==> src/rtl/seq_monitor.sv <==
`default_nettype none
// ============================================================================
//  Module   : seq_monitor
//  Purpose  : Watches the 4-bit sequence counter (1000->1100->1101->1111).
//             It decodes each sample to a phase, checks the sample against the
//             legal successor, and locks after LOCK_CNT consecutive good steps.
//             It also counts completed periods while locked and keeps a
//             saturating count of sequencing errors.
//  Revision : 1.0 - initial release
// ============================================================================
module seq_monitor #(
  parameter int LOCK_CNT = 4,   // consecutive good steps needed to lock (1..15)
  parameter int CYC_W    = 8,   // period counter width
  parameter int ERR_W    = 4    // saturating error counter width
) (
  input  logic             clk,
  input  logic             clr,
  input  logic             en,
  input  logic [3:0]       seq_in,
  output logic [1:0]       phase,
  output logic [3:0]       phase_oh,
  output logic             valid,
  output logic             locked,
  output logic             err_pulse,
  output logic [CYC_W-1:0] cycles,
  output logic [ERR_W-1:0] err_cnt
);

  typedef enum logic [1:0] {
    S_SEARCH = 2'd0,
    S_TRACK  = 2'd1,
    S_LOCKED = 2'd2
  } state_t;

  localparam logic [3:0] C_CODE0 = 4'b1000;
  localparam logic [3:0] C_CODE1 = 4'b1100;
  localparam logic [3:0] C_CODE2 = 4'b1101;
  localparam logic [3:0] C_CODE3 = 4'b1111;

  // Returns 1 when x is one of the four codes the counter can emit.
  function automatic logic is_legal(input logic [3:0] x);
    return (x == C_CODE0) || (x == C_CODE1) || (x == C_CODE2) || (x == C_CODE3);
  endfunction

  // Returns the legal successor of x. Illegal inputs map to 1000, but they
  // never reach this function because prev is always legal outside SEARCH.
  function automatic logic [3:0] next_code(input logic [3:0] x);
    case (x)
      C_CODE0: next_code = C_CODE1;
      C_CODE1: next_code = C_CODE2;
      C_CODE2: next_code = C_CODE3;
      default: next_code = C_CODE0;
    endcase
  endfunction

  state_t           r_state, w_state_nx;
  logic [3:0]       r_prev, w_prev_nx;
  logic [3:0]       r_good, w_good_nx;
  logic [CYC_W-1:0] r_cycles, w_cycles_nx;
  logic [ERR_W-1:0] r_err_cnt, w_err_cnt_nx;
  logic             r_err_pulse, w_err_pulse_nx;
  logic [1:0]       r_phase, w_phase;
  logic [3:0]       r_phase_oh, w_phase_oh;
  logic             r_valid, w_valid;

  logic             w_legal;
  logic             w_step;
  logic             w_hold;
  logic             w_err_evt;
  logic [3:0]       w_good_inc;

  assign w_legal    = is_legal(seq_in);
  assign w_step     = (seq_in == next_code(r_prev));
  assign w_hold     = (seq_in == r_prev);
  assign w_good_inc = r_good + 4'd1;

  // Decode the raw sample into phase, one-hot phase and validity.
  always_comb begin
    w_valid    = 1'b0;
    w_phase    = 2'd0;
    w_phase_oh = 4'b0000;
    case (seq_in)
      C_CODE0: begin w_valid = 1'b1; w_phase = 2'd0; w_phase_oh = 4'b0001; end
      C_CODE1: begin w_valid = 1'b1; w_phase = 2'd1; w_phase_oh = 4'b0010; end
      C_CODE2: begin w_valid = 1'b1; w_phase = 2'd2; w_phase_oh = 4'b0100; end
      C_CODE3: begin w_valid = 1'b1; w_phase = 2'd3; w_phase_oh = 4'b1000; end
      default: ;
    endcase
  end

  // Next-state logic: step/hold/error classification and counter updates.
  always_comb begin
    w_state_nx     = r_state;
    w_prev_nx      = r_prev;
    w_good_nx      = r_good;
    w_cycles_nx    = r_cycles;
    w_err_cnt_nx   = r_err_cnt;
    w_err_pulse_nx = 1'b0;
    w_err_evt      = 1'b0;

    case (r_state)
      S_SEARCH: begin
        // While searching, illegal codes are ignored. The error that led
        // here has already been counted when the machine entered SEARCH.
        if (w_legal) begin
          w_prev_nx  = seq_in;
          w_good_nx  = 4'd0;
          w_state_nx = S_TRACK;
        end
      end
      S_TRACK: begin
        if (w_step) begin
          w_prev_nx = seq_in;
          w_good_nx = w_good_inc;
          if (w_good_inc == 4'(LOCK_CNT)) begin
            w_state_nx = S_LOCKED;
          end
        end else if (!w_hold) begin
          w_err_evt = 1'b1;
        end
      end
      S_LOCKED: begin
        if (w_step) begin
          w_prev_nx = seq_in;
          // A 1111 -> 1000 step closes one full period.
          if (r_prev == C_CODE3) begin
            w_cycles_nx = r_cycles + CYC_W'(1);
          end
        end else if (!w_hold) begin
          w_err_evt = 1'b1;
        end
      end
      default: begin
        w_state_nx = S_SEARCH;
      end
    endcase

    if (w_err_evt) begin
      w_err_pulse_nx = 1'b1;
      w_good_nx      = 4'd0;
      if (r_err_cnt != {ERR_W{1'b1}}) begin
        w_err_cnt_nx = r_err_cnt + ERR_W'(1);
      end
      if (w_legal) begin
        // Resynchronise on the new legal code.
        w_prev_nx  = seq_in;
        w_state_nx = S_TRACK;
      end else begin
        w_state_nx = S_SEARCH;
      end
    end
  end

  // State and output registers. When en is low, everything holds except
  // err_pulse, which drops to zero.
  always_ff @(posedge clk or negedge clr) begin
    if (!clr) begin
      r_state     <= S_SEARCH;
      r_prev      <= 4'b0000;
      r_good      <= 4'd0;
      r_cycles    <= '0;
      r_err_cnt   <= '0;
      r_err_pulse <= 1'b0;
      r_phase     <= 2'd0;
      r_phase_oh  <= 4'b0000;
      r_valid     <= 1'b0;
    end else if (en) begin
      r_state     <= w_state_nx;
      r_prev      <= w_prev_nx;
      r_good      <= w_good_nx;
      r_cycles    <= w_cycles_nx;
      r_err_cnt   <= w_err_cnt_nx;
      r_err_pulse <= w_err_pulse_nx;
      r_phase     <= w_phase;
      r_phase_oh  <= w_phase_oh;
      r_valid     <= w_valid;
    end else begin
      r_err_pulse <= 1'b0;
    end
  end

  assign phase     = r_phase;
  assign phase_oh  = r_phase_oh;
  assign valid     = r_valid;
  assign locked    = (r_state == S_LOCKED);
  assign err_pulse = r_err_pulse;
  assign cycles    = r_cycles;
  assign err_cnt   = r_err_cnt;

endmodule
`default_nettype wire

==> config.mk <==
export PLATFORM = sky130hd
export DESIGN_NAME = seq_monitor
export DESIGN_NICKNAME = d
export VERILOG_FILES = /design/src/rtl/seq_monitor.sv
export SDC_FILE = /design/constraint.sdc
export NUM_CORES = 1
export LEC_CHECK = 0
export ABC_AREA = 1
export BUFFER_PORTS_ARGS = -buffer_cell sky130_fd_sc_hd__buf_2
export CAP_MARGIN = 20
export CELL_PAD_IN_SITES_DETAIL_PLACEMENT = 2
export CELL_PAD_IN_SITES_GLOBAL_PLACEMENT = 2
export CORE_MARGIN = 3
export CORE_UTILIZATION = 33
export CTS_CLUSTER_SIZE = 28
export DETAILED_ROUTE_END_ITERATION = 7
export HOLD_SLACK_MARGIN = 0.02
export PLACE_DENSITY = 0.8
export SLEW_MARGIN = 15
export SYNTH_ARGS = -nofsm -noshare
export SYNTH_HDL_FRONTEND = slang
export SYNTH_SLANG_ARGS = --single-unit
==> constraint.sdc <==
create_clock -name clk -period 2.2 [get_ports clk]
set_input_delay 0.33 -clock clk [delete_from_list [all_inputs] [get_ports clk]]
set_output_delay 0.33 -clock clk [all_outputs]
set_load 0.03 [all_outputs]
==> reports/results.txt <==
Status: complete, no violations
Final wirelength: 5770 um
Cts hold-fix bufs: 0
Die area: 6950 um^2
Worst Hold Class: in -> async
Area grow syn2layout: 13.5%
First-pass GRT wire length: 10100 um
Number of max-cap violations: 0
CP max stage delay: 0.44 ns
Setup TNS Final: 0 ns
Final nets: 293
DRC viols: 0
R2R Path End: cycles[6]$_DFFE_PN0P_
Largest net degree at the start of global routing: 31
Switching share of power: 48.4%
Net Sw Power: 1240 uW
Clock Latency Late Sink: 0.29 ns
Vias per std cell: 4.97
VDD IR max: 0.000555 V
Die width: 83.4 um
Slew Viols, Final: 0
Setup Skew: 0.00812 ns
RSZ-0062 raised after global routing: no
Vias in the first global route: 1951
CTS resizes: 0
Final Cycle Share: 87.7%
Yosys Warn Count: 0
Sequential power share: 33.3%
Critical Path Stages: 9
Highest-delay cell along the critical path: dfrtp_1
Post-Place Cell Area: 2150 um^2
CTS tree: yes
FMAX: 518 MHz
Post-CTS Repair Setup Buffers: 0
RR Startpoint: r_state[0]$_DFFE_PN0P_
GRT Residual Overflow: 0
WP data arrival: 2.10 ns
Slew @ Worst Pin: 0.698 ns
CP required: 2.37 ns
I/O pin count: 28
Clock H-tree levels: 2
Buffers and inverters on the worst path: 1
HPWL after DPL: 4530 um
Seq cells post-synth: 30
Synthesized area per cell: 7.90 um^2
Endpoints failing hold: 0
Setup-failing EPs final: 0
N_diodes: 0
Die height: 83.4 um
Fillers: 653
DRT iter0 DRCs: 74
Netlist Area Pre-Place: 1970 um^2
Starting Density: 35.0%
Post-Syn Nets: 265
Ratio of cells with drive above 1 in the final layout: 23.3%
Clock power frac: 18.4%
Post-route ant nets: 0
Relative slew margins: 53.5%
Leakage: 0.00120 uW
Post-Syn Instances: 250
Pwr Total: 2560 uW
Int Power: 1320 uW
Longest Clk Path Bufs: 2
Distinct cell type count of the synthesized netlist: 29
Clock buffer count from CTS: 5
Post-route cell area: 2240 um^2
R2R setup slack: 0.27 ns
Reg2Reg Depth: 9
Core Box Area: 5640 um^2
Gate power share: 48.3%
Input/output buffers: 27
Clock root buffer: clkbuf_8
Power per cell area: 1140 nW/um^2
RePlAce Congestion: 0.825
Register area share after synthesis: 38.0%
Crit path max-delay family: simple AND/OR/NAND/NOR gates
CP endpoint kind: register
Clk pin slew, worst setup/hold paths: 0.07 ns
DR vias: 1746
Worst-path cell chain: inv_1 -> ha_1 -> nand4_1 -> nor3_1 -> nand2_4 -> nor2_4 -> nand3_4 -> o21ai_1 -> nand2_1
Std-Cell Rows: 27
Initial antenna violation count: 0
Wire length per cell: 16.4 um
Worst Setup Start Kind: register
DR pass1 iterations: 3
CP Max Fanout: 5
Clock sink total: 30
GRT Total Usage: 18.1%
Tmin final: 1.93 ns
Crit path kind: reg -> reg
[layer usage]
| metal | wire, um | part of all wire, % | GRT usage, % |
|---|---|---|---|
| met1 | 2630 | 46 | 22.8 |
| met2 | 2940 | 51 | 32.0 |
| met3 | 121 | 2.1 | 2.98 |
| met4 | 76 | 1.3 | 4.90 |
| met5 | 0 | 0 | 0 |
[state kept, by name, summed over array words and instances (netlist names)]
register,cells
phase,2
r_prev,4
valid,1
r_state,2
err_cnt,4
phase_oh,4
err_pulse,1
r_good,4
cycles,8
[metrics by stage]
stage                     hold slack (ns)  util (%)  cells  setup slack [ns]
after floorplan                    0.0344         -    250             0.372
after global placement              0.416      38.0    343             0.356
after detailed placement            0.415      38.0    343             0.283
after CTS                          0.0914      39.7    351             0.220
after global routing                0.120      39.7    351            0.0175
final                              0.0789      39.7    351             0.271
[cell type report]
| cell class | instances | area, um^2 | share of cell area, % |
|---|---|---|---|
| clock inverters | 2 | 12.5 | 0.558 |
| clock buffers | 6 | 82.6 | 3.69 |
| flip-flops and latches | 30 | 751 | 33.5 |
| repair buffers | 28 | 143 | 6.37 |
| inverters | 22 | 82.6 | 3.69 |
| well taps | 72 | 90.1 | 4.02 |
| multi-input cells | 191 | 1080 | 48.2 |
[logic make-up (layout without fill, tap and decap cells)]
| kind of cell | after synthesis | in the layout | synth area share (%) |
|---|---|---|---|
| DFF | 30 | 30 | 38.0 |
| buffers and inverters | 29 | 58 | 7.29 |
| AOI/OAI and AO/OA | 12 | 12 | 3.49 |
| and+or+nand+nor | 156 | 156 | 39.5 |
| xor gates and xnor gates | 15 | 15 | 6.65 |
| adders and majority gates | 8 | 8 | 5.07 |
[cell usage after synthesis]
cell type | n | area (um^2)
nand4_1 | 6 | 37.5
xor2_1 | 8 | 70.1
o21ai_1 | 1 | 5.00
nand2_4 | 2 | 22.5
nand3b_1 | 2 | 15.0
o21bai_1 | 1 | 7.51
buf_6 | 4 | 45.0
nand2_1 | 85 | 319
nand2_2 | 10 | 62.6
inv_2 | 4 | 15.0
xnor2_1 | 7 | 61.3
nor3_1 | 4 | 20.0
nand3_4 | 2 | 35.0
ha_1 | 8 | 100
nor2_2 | 2 | 12.5
nand3_1 | 23 | 115
a21oi_1 | 1 | 5.00
o211ai_1 | 2 | 15.0
nand3_2 | 3 | 30.0
dfrtp_1 | 30 | 751
nor2_1 | 11 | 41.3
buf_2 | 1 | 5.00
nor2_4 | 5 | 56.3
inv_1 | 18 | 67.6
o21ai_0 | 6 | 30.0
o22ai_1 | 1 | 6.26
buf_4 | 1 | 7.51
clkbuf_1 | 1 | 3.75
nor3b_2 | 1 | 12.5
[placed cells by master, fill, tap and decap left out, types with 7 or more instances in the layout]
cell,netlist,final
nor2_1,11,11
xor2_1,8,8
nand2_2,10,10
buf_2,1,27
xnor2_1,7,7
inv_1,18,18
ha_1,8,8
dfrtp_1,30,30
nand2_1,85,85
nand3_1,23,23
[power groups by stage]
stage	sequential [uW]	clock, uW	combinational (uW)
final	851	471	1230
after global routing	877	523	1400
after detailed placement	862	0	1240
after floorplan	864	0	926
after CTS	854	488	1260
after global placement	853	0	1180
[worst reg2reg max path: cells and delay by family, from the launching register on]
kind / cells / cell delay (ns)
flops: 1 / 0.44
simple gates: 6 / 0.93
fa+ha+maj: 1 / 0.20
buf+inv: 1 / 0.10
compound gates: 1 / 0.13
[how the worst max path moves through the flow]
stage / from / endpoint / slack, ns
6_report: r_state[0]$_DFFE_PN0P_ / cycles[6]$_DFFE_PN0P_ / 0.27
5_1_grt: r_state[0]$_DFFE_PN0P_ / cycles[6]$_DFFE_PN0P_ / 0.02
4_1_cts: r_state[0]$_DFFE_PN0P_ / cycles[6]$_DFFE_PN0P_ / 0.22
3_5_place_dp: r_state[0]$_DFFE_PN0P_ / cycles[6]$_DFFE_PN0P_ / 0.28
3_3_place_gp: r_state[0]$_DFFE_PN0P_ / cycles[6]$_DFFE_PN0P_ / 0.36
2_1_floorplan: r_state[0]$_DFFE_PN0P_ / cycles[6]$_DFFE_PN0P_ / 0.37
Note: power is estimated with default switching activity, not from simulation.
